[src/rtl/uart_tx_arbiter_pkg.sv]
// Shared definitions for the UART transmit arbiter: FSM encoding and defaults.
package uart_tx_arbiter_pkg;

    typedef enum logic [1:0] {
        IDLE      = 2'd0,
        START     = 2'd1,
        WAIT_DONE = 2'd2,
        GAP       = 2'd3
    } state_t;

    localparam int SB_TICK_DEFAULT = 16;

    // Width of an index or counter that must hold values 0..n-1 (never zero bits).
    function automatic int idx_width(input int n);
        return (n > 1) ? $clog2(n) : 1;
    endfunction

endpackage

[src/rtl/uart_tx_arbiter_rr_pick.sv]
// Combinational round-robin selector: first asserted request after last_grant.
module rr_pick
    import uart_tx_arbiter_pkg::*;
#(
    parameter int NREQ = 4,
    localparam int IDXW = idx_width(NREQ)
) (
    input  logic [NREQ-1:0] req,
    input  logic [IDXW-1:0] last_grant,
    output logic            any,
    output logic [IDXW-1:0] idx
);

    function automatic logic [IDXW-1:0] offset_idx(input logic [IDXW-1:0] base, input int k);
        return IDXW'((int'(base) + k) % NREQ);
    endfunction

    always_comb begin
        any = 1'b0;
        idx = '0;
        // Walk from the farthest candidate to the nearest so the nearest one wins.
        for (int k = NREQ; k >= 1; k--) begin
            if (req[offset_idx(last_grant, k)]) begin
                any = 1'b1;
                idx = offset_idx(last_grant, k);
            end
        end
    end

endmodule

[src/rtl/uart_tx_arbiter.sv]
// Round-robin arbiter feeding bytes from NREQ requesters into a single UART transmitter.
module uart_tx_arbiter
    import uart_tx_arbiter_pkg::*;
#(
    parameter int NREQ     = 4,
    parameter int DBITS    = 8,
    parameter int SB_TICK  = SB_TICK_DEFAULT,
    parameter int GAP_BITS = 1,
    localparam int IDXW    = idx_width(NREQ)
) (
    input  logic                  clk_100MHz,
    input  logic                  reset,
    input  logic                  tick,
    input  logic [NREQ-1:0]       req_valid,
    input  logic [NREQ*DBITS-1:0] req_data,
    output logic [NREQ-1:0]       req_ready,
    output logic                  tx_start,
    output logic [DBITS-1:0]      tx_data,
    input  logic                  tx_done,
    output logic [IDXW-1:0]       grant_id,
    output logic                  busy
);

    localparam int GAP_TICKS = GAP_BITS * SB_TICK;
    localparam int GCW       = idx_width(GAP_TICKS);
    localparam logic [GCW-1:0] GAP_LAST = GCW'(GAP_TICKS - 1);

    state_t          state, state_next;
    logic            tick_q;
    logic            tick_rise;
    logic [GCW-1:0]  gap_cnt;
    logic [IDXW-1:0] last_grant;
    logic            pick_any;
    logic [IDXW-1:0] pick_idx;
    logic            grant;

    rr_pick #(.NREQ(NREQ)) u_pick (
        .req        (req_valid),
        .last_grant (last_grant),
        .any        (pick_any),
        .idx        (pick_idx)
    );

    assign tick_rise = tick & ~tick_q;

    // NOTE: sequential state uses non-blocking assignments so every flop samples pre-edge values.
    always_ff @(posedge clk_100MHz or posedge reset) begin
        if (reset) begin
            state <= IDLE;
        end else begin
            state <= state_next;
        end
    end

    always_comb begin
        state_next = state;
        grant      = 1'b0;
        tx_start   = 1'b0;
        busy       = (state != IDLE);
        req_ready  = '0;
        unique case (state)
            IDLE: begin
                // NOTE: req_ready is combinational, so it is gated by reset to stay low while reset is held.
                if (pick_any && !reset) begin
                    grant      = 1'b1;
                    state_next = START;
                end
            end
            START: begin
                tx_start   = 1'b1;
                state_next = WAIT_DONE;
            end
            WAIT_DONE: begin
                if (tx_done) begin
                    state_next = (GAP_BITS == 0) ? IDLE : GAP;
                end
            end
            GAP: begin
                if (tick_rise && gap_cnt == GAP_LAST) begin
                    state_next = IDLE;
                end
            end
            default: state_next = IDLE;
        endcase
        if (grant) begin
            req_ready[pick_idx] = 1'b1;
        end
    end

    always_ff @(posedge clk_100MHz or posedge reset) begin
        if (reset) begin
            tx_data    <= '0;
            grant_id   <= '0;
            last_grant <= IDXW'(NREQ - 1);
            tick_q     <= 1'b0;
            gap_cnt    <= '0;
        end else begin
            tick_q <= tick;
            if (grant) begin
                tx_data    <= req_data[pick_idx*DBITS +: DBITS];
                grant_id   <= pick_idx;
                last_grant <= pick_idx;
            end
            // Held at zero outside GAP, so every GAP visit starts counting from zero.
            if (state != GAP) begin
                gap_cnt <= '0;
            end else if (tick_rise) begin
                gap_cnt <= gap_cnt + 1'b1;
            end
        end
    end

endmodule
[config.mk]
export PLATFORM = sky130hd
export DESIGN_NAME = uart_tx_arbiter
export DESIGN_NICKNAME = d
export VERILOG_FILES = /design/src/rtl/uart_tx_arbiter_pkg.sv /design/src/rtl/uart_tx_arbiter_rr_pick.sv /design/src/rtl/uart_tx_arbiter.sv
export SDC_FILE = /design/constraint.sdc
export NUM_CORES = 1
export LEC_CHECK = 0
export BUFFER_PORTS_ARGS = -buffer_cell sky130_fd_sc_hd__buf_2
export CAP_MARGIN = 10
export CORE_ASPECT_RATIO = 0.7
export CORE_MARGIN = 8
export CORE_UTILIZATION = 35
export CTS_CLUSTER_DIAMETER = 200
export CTS_CLUSTER_SIZE = 25
export DETAILED_ROUTE_END_ITERATION = 10
export GPL_ROUTABILITY_DRIVEN = 0
export GPL_TIMING_DRIVEN = 0
export PLACE_DENSITY = 0.66
export SYNTH_ARGS = -nofsm -noshare
export SYNTH_HDL_FRONTEND = slang
export SYNTH_SLANG_ARGS = --single-unit
[constraint.sdc]
create_clock -name clk_100MHz -period 1.7 [get_ports clk_100MHz]
set_input_delay 0.34 -clock clk_100MHz [delete_from_list [all_inputs] [get_ports clk_100MHz]]
set_output_delay 0.34 -clock clk_100MHz [all_outputs]
set_load 0.02 [all_outputs]
==> results of run 1 <==
==> timing repair <==
item | CTS | global route
resized for setup | 13 | 3
pin swaps | 4 | 1
buffers inserted | 8 | 0
setup endpoints to repair | 12 | 16
==> power by group <==
group	switching, mW	leakage [nW]	internal, mW
Sequential	0.111	0.235	0.636
Clock	0.149	0.0255	0.163
Combinational	0.729	0.610	0.622
==> cells in the final DEF, fill, tap and decap left out, drive strengths merged, types with 2 or more instances in the layout <==
master  netlist  routed
a21oi         4       4
inv           7       7
mux2i        18      18
nand2b        2       2
and2b         2       2
nor2b         3       3
dfstp         2       2
xnor2         2       2
o221ai       10      10
o211ai        2       2
and2          3       3
nor2          5       5
ha            5       5
buf           3      66
nand2        17      17
clkbuf        1       4
dfrtp        17      17
==> final timing paths <==
kind | startpoint | to | slack (ps) | depth (start not counted)
worst max-delay path | last_grant[1]$_DFFE_PP1P_ | req_ready[3] | -450 | 7
worst max register to register | last_grant[1]$_DFFE_PP1P_ | tx_data[0]$_DFFE_PP0P_ | -150 | 7
min in group asynchronous | reset | state[0]$_DFFE_PP0P_ | 220 | 2
worst min register to register | tx_data[4]$_DFFE_PP0P_ | tx_data[4]$_DFFE_PP0P_ | 480 | 2
max in group asynchronous | reset | tx_data[7]$_DFFE_PP0P_ | 1010 | 2
worst min-delay path | tick | tick_q$_DFF_PP0_ | 200 | 1
==> kinds of logic (layout without fill, tap and decap cells) <==
logic type,Yosys count,after routing,share of synthesized area [%]
flops,19,19,41.5
simple gates,35,35,14.3
buf+inv,11,78,5.32
fa+ha+maj,5,5,5.43
mux,19,19,16.6
xor+xnor,3,3,2.28
compound gates,19,19,14.6
==> cells in the mapped netlist, drive strengths merged, types with 3 or more instances <==
| master | count | area (um^2) |
|---|---|---|
| ha | 5 | 62.6 |
| a21oi | 4 | 27.5 |
| nor2 | 5 | 18.8 |
| o221ai | 10 | 105 |
| inv | 7 | 26.3 |
| mux2i | 18 | 180 |
| nor2b | 3 | 18.8 |
| dfrtp | 17 | 425 |
| buf | 3 | 31.3 |
| and2 | 3 | 18.8 |
| nand2 | 17 | 63.8 |
==> per-layer routing <==
layer,wire [um],vias up,share of wire (%)
li1,-,528,-
met1,1530,484,48
met2,1380,42,44
met3,244,2,7.7
met4,11,0,0.35
met5,0,-,0
==> cell type report <==
class | instances | area (um^2)
Tap cell | 38 | 47.5
Sequential cell | 19 | 478
Clock inverter | 1 | 5.00
Clock buffer | 3 | 41.3
Timing Repair Buffer | 63 | 362
Fill cell | 281 | 1480
Inverter | 7 | 26.3
Multi-Input combinational cell | 81 | 661
Buffer | 4 | 50.0
==> flip-flops by register name, indices dropped and copies added (netlist names) <==
name,count
tx_data,8
gap_cnt,4
grant_id,2
last_grant,2
state,2
tick_q,1
==> run summary, run 1 <==
Drt total wl: 3180 um
Max Clock Freq: 466 MHz
Pwr dens: 1440 mW/mm^2
Violated checks: negative setup slack
Post-synth top flop: dfrtp_1
Largest net degree at the start of global routing: 20
CTS buffer count: 3
# setup viols final: 12
FF+latch count, synth: 19
GRT Residual Overflow: 0
Met2 Use GR: 19.3%
First-pass GRT wire length: 5410 um
Worst path max stage delay: 600 ps
GR Layer Usage met3: 4.97%
Starting density of the core: 36.6%
IO Pins: 56
Initial DRC Count: 51
Full die area: 0.00541 mm^2
Post-synth net total: 156
Unique cell type count in the Yosys netlist: 29
Data arrival, critical path: 1810 ps
Critical path class: register to primary output
Root buffer cell: clkbuf_8
Average size of a mapped cell: 10.4 um^2
Initial DRT Pass Iterations: 4
Number of enable flip-flop cells after synthesis: 0
Antenna diodes: 0
Period utilisation layout: 126%
MaxCap Viol Count: 0
H-tree Lvls: 1
Die X: 84.6 um
Final setup margin: -447 ps
Post-route ant nets: 0
Final hold vios: 0
Post-synthesis sequential area ratio: 41.5%
Crit path time final: 2150 ps
HP Class: input pin to register
Core area: 0.00315 mm^2
Cell row count: 17
Peak VDD IR: 561 uV
Via count: 1056
Setup TNS: -2580 ps
CTS tree: yes
Share of cells above drive strength 1: 45.5%
Clock sinks: 19
Post-route cell area: 0.00167 mm^2
CTS Hold Buffers Added: 0
CP startpoint kind: register
Core Util, Final: 53.1%
Cell Area, Placed: 0.00150 mm^2
Non-Filler Instances: 216
Die Ht: 64.0 um
Clock latency on the worst-skew pair: 250 ps
Critical Path Slowest Stage Cell: dfstp_2
Design Power: 2.41 mW
Slew Viols, Final: 0
NumNets Final: 224
Most used cell, CP: buf_6
Grt peak-use layer: met2
Met1 Use GR: 15.3%
Bufs on Longest Clock Path: 2
Number of global-route vias before repair: 1198
CP top delay family: flip-flops
WHS: 204 ps
Post-Syn Area: 0.00115 mm^2
Port-buffer cells: 55
Mapped Cells: 111
Setup crit end kind: primary output
Ys async rst share: 100%
Rel. slew slack: 50.7%
Cells along the critical path: nand2_1 > a31oi_1 > o211ai_1 > or2_1 > buf_6 > nor2b_4 > buf_6
P_leak: 0.870 nW
Worst Path Required: 1360 ps
Worst-Margin Slew: 739 ps
Total global-route track usage: 12.2%
DRC Markers: 0
Avg WL per Cell: 14.7 um
Clock-pin slew on the worst setup and hold paths: 70 ps
Dpl ws: -307 ps
Placed Cells: 204
Area growth syn-to-layout: 45.0%
Worst Path Buf+Inv: 2
Synth warnings: 0
RSZ-0062 raised after global routing: true
Hpwl dp: 2510 um
Skew final: 2.09 ps
Status: finished with violations
Drt via density: 4.89
Crit Path Max Fanout: 7
Antenna violations before repair: 0
(Power assumes the default switching activity.)
==> run 2, diff against run 1 <==
--- a/config.mk
+++ b/config.mk
@@ -16,6 +16,7 @@
 export GPL_ROUTABILITY_DRIVEN = 0
 export GPL_TIMING_DRIVEN = 0
 export PLACE_DENSITY = 0.66
+export SETUP_SLACK_MARGIN = 0.05
 export SYNTH_ARGS = -nofsm -noshare
 export SYNTH_HDL_FRONTEND = slang
 export SYNTH_SLANG_ARGS = --single-unit
==> constraint.sdc (replaced) <==
create_clock -name clk_100MHz -period 1.7 [get_ports clk_100MHz]
set_input_delay 0.085 -clock clk_100MHz [delete_from_list [all_inputs] [get_ports clk_100MHz]]
set_output_delay 0.085 -clock clk_100MHz [all_outputs]
set_load 0.02 [all_outputs]
==> run 2 against run 1 <==
  * The flow still finishes with violations (negative setup slack)
  * Sequential power is 1% higher
  * Highest routed layer unchanged
  * Count of clock-buffer cells in the layout did not move
  * Total power grew 7.3%
  * Via count increased by 6.9%
  * Largest power group unchanged
  * Critical endpoint unchanged
==> run summary, run 2 (same netlist as run 1, synthesis figures left out) <==
GR Layer Usage met3: 4.46% (was 4.97%)
Worst path max stage delay: 580 ps (was 600 ps)
Cell row count: 17 (unchanged)
Violated checks: negative setup slack (unchanged)
Most frequent cells in the layout: buf_2 (51), dfrtp_1 (17), nand2_1 (16) (was buf_2 (52), nand2_1 (17), mux2i_1 (17), dfrtp_1 (17), o221ai_1 (9))
Rel. slew slack: 51.8% (was 50.7%)
Met2 Use GR: 21.4% (was 19.3%)
Placed Cells: 204 (unchanged)
Critical path class: register to primary output (unchanged)
Cells along the critical path: buf_4 > mux2i_4 > o221ai_4 > buf_6 > nor2b_1 > buf_4 (was nand2_1 > a31oi_1 > o211ai_1 > or2_1 > buf_6 > nor2b_4 > buf_6)
Hpwl dp: 2630 um (was 2510 um)
Largest net degree at the start of global routing: 20 (unchanged)
Largest regs: tx_data (8), gap_cnt (4) (unchanged)
Period utilisation layout: 112% (was 126%)
Clock-pin slew on the worst setup and hold paths: 80 ps (was 70 ps)
Most common cell after layout, fill and taps aside: buf_2 (unchanged)
Setup TNS: -1670 ps (was -2580 ps)
Avg WL per Cell: 16.6 um (was 14.7 um)
NumNets Final: 229 (was 224)
Drt via density: 5.11 (was 4.89)
Crit Path Max Fanout: 7 (unchanged)
Clock latency on the worst-skew pair: 270 ps (was 250 ps)
First-pass GRT wire length: 5920 um (was 5410 um)
GRT Residual Overflow: 0 (unchanged)
Skew final: 13.0 ps (was 2.09 ps)
Starting density of the core: 36.6% (unchanged)
H-tree Lvls: 1 (unchanged)
Via count: 1129 (was 1056)
Antenna diodes: 0 (unchanged)
Crit path time final: 1900 ps (was 2150 ps)
CTS tree: yes (unchanged)
Largest reg by FF count: tx_data (unchanged)
Post-route ant nets: 0 (unchanged)
Clock sinks: 19 (unchanged)
Status: finished with violations (unchanged)
Critical Path Slowest Stage Cell: dfstp_2 (unchanged)
P_leak: 0.890 nW (was 0.870 nW)
Pwr dens: 1490 mW/mm^2 (was 1440 mW/mm^2)
Grt peak-use layer: met2 (unchanged)
Port-buffer cells: 55 (unchanged)
Antenna violations before repair: 0 (unchanged)
Slew Viols, Final: 0 (unchanged)
Worst Path Required: 1620 ps (was 1360 ps)
Initial DRC Count: 48 (was 51)
CTS buffer count: 3 (unchanged)
RSZ-0062 raised after global routing: true (unchanged)
Peak VDD IR: 693 uV (was 561 uV)
Die Ht: 64.0 um (unchanged)
Number of global-route vias before repair: 1239 (was 1198)
Max Clock Freq: 527 MHz (was 466 MHz)
Drt total wl: 3670 um (was 3180 um)
MaxCap Viol Count: 0 (unchanged)
Met1 Use GR: 16.9% (was 15.3%)
Full die area: 0.00541 mm^2 (unchanged)
# setup viols final: 12 (unchanged)
Root buffer cell: clkbuf_8 (unchanged)
Total global-route track usage: 13.4% (was 12.2%)
Worst-Margin Slew: 723 ps (was 739 ps)
DRC Markers: 0 (unchanged)
Most used cell, CP: buf_4 (was buf_6)
Core area: 0.00315 mm^2 (unchanged)
Bufs on Longest Clock Path: 2 (unchanged)
Final hold vios: 0 (unchanged)
Final setup margin: -196 ps (was -447 ps)
Share of cells above drive strength 1: 49.7% (was 45.5%)
IO Pins: 56 (unchanged)
Area growth syn-to-layout: 50.7% (was 45.0%)
Initial DRT Pass Iterations: 4 (unchanged)
Data arrival, critical path: 1810 ps (about the same)
Non-Filler Instances: 221 (was 216)
HP Class: input pin to register (unchanged)
Setup crit end kind: primary output (unchanged)
Max reg flops: 8 (unchanged)
Die X: 84.6 um (unchanged)
Dpl ws: -63.3 ps (was -307 ps)
CP startpoint kind: register (unchanged)
## run 2: changes by cell type in the layout (fill, tap and decap cells not counted), moves of 2 or more
cell | before | now
dlygate4sd3_1 | 0 | 2
buf_6 | 6 | 4
mux2i_1 | 17 | 14
mux2i_2 | 0 | 3
buf_4 | 6 | 12
nor2b_1 | 1 | 3
nor2_4 | 2 | 0
nor2b_4 | 2 | 0
## run 2: worst max-delay path: cells and delay by family (launching register included)
family | cells | cell delay [ps]
buffers and inverters | 3 | 450
multiplexers | 1 | 230
flip-flops | 1 | 580
AND/OR/NAND/NOR | 1 | 130
AO/OA/AOI/OAI | 1 | 140
## run 2: path summary, 6_finish.rpt
check,startpoint,to,slack [ps],cells after the start
max,last_grant[1]$_DFFE_PP1P_,req_ready[3],-200,6
min,req_data[23],tx_data[7]$_DFFE_PP0P_,120,3
max reg2reg,last_grant[1]$_DFFE_PP1P_,tx_data[3]$_DFFE_PP0P_,-140,7
min reg2reg,last_grant[0]$_DFFE_PP1P_,last_grant[0]$_DFFE_PP1P_,480,2
max in group asynchronous,reset,tx_data[5]$_DFFE_PP0P_,710,3
min in group asynchronous,reset,grant_id[0]$_DFFE_PP0P_,520,3
## run 2: stage by stage
step / instance area, um^2 / utilization (%) / power [mW] / hold slack (ps)
after CTS: 1680 / 53.3 / 2.48 / 130
after global placement: 1480 / 46.9 / 1.87 / 210
after floorplan: 1150 / - / 1.56 / 34.6
after global routing: 1740 / 55.2 / 2.76 / 127
final: 1740 / 55.2 / 2.59 / 123
after detailed placement: 1480 / 46.9 / 1.92 / 213
## run 2: cell type report
cell class | instances | area (um^2)
Buffer | 4 | 46.3
Clock buffer | 3 | 41.3
Clock inverter | 1 | 5.00
Fill cell | 295 | 1410
Inverter | 7 | 26.3
Multi-Input combinational cell | 81 | 677
Sequential cell | 19 | 478
Tap cell | 38 | 47.5
Timing Repair Buffer | 68 | 415
## run 2: what timing repair did
| item | 4_1_cts | 5_1_grt |
|---|---|---|
| cloned | 1 | 0 |
| endpoints found under the setup margin | 12 | 16 |
| hold endpoints to repair | 18 | 0 |
| pin swaps | 6 | 5 |
| buffers inserted | 8 | 2 |
| resized for setup | 14 | 11 |
| hold buffers | 2 | 0 |
## run 2: report_power, final
part           internal [mW]  total (mW)  switching [mW]
registers              0.637       0.755           0.118
logic                  0.715        1.50           0.788
clock network          0.163       0.329           0.165
total                   1.51        2.59            1.07
## run 2: routing by layer
layer	part of all wire (%)	wire (um)	up-vias
li1	-	-	540
met1	46	1700	541
met2	46	1690	44
met3	6.7	244	4
met4	0.74	27	0
met5	0	0	-
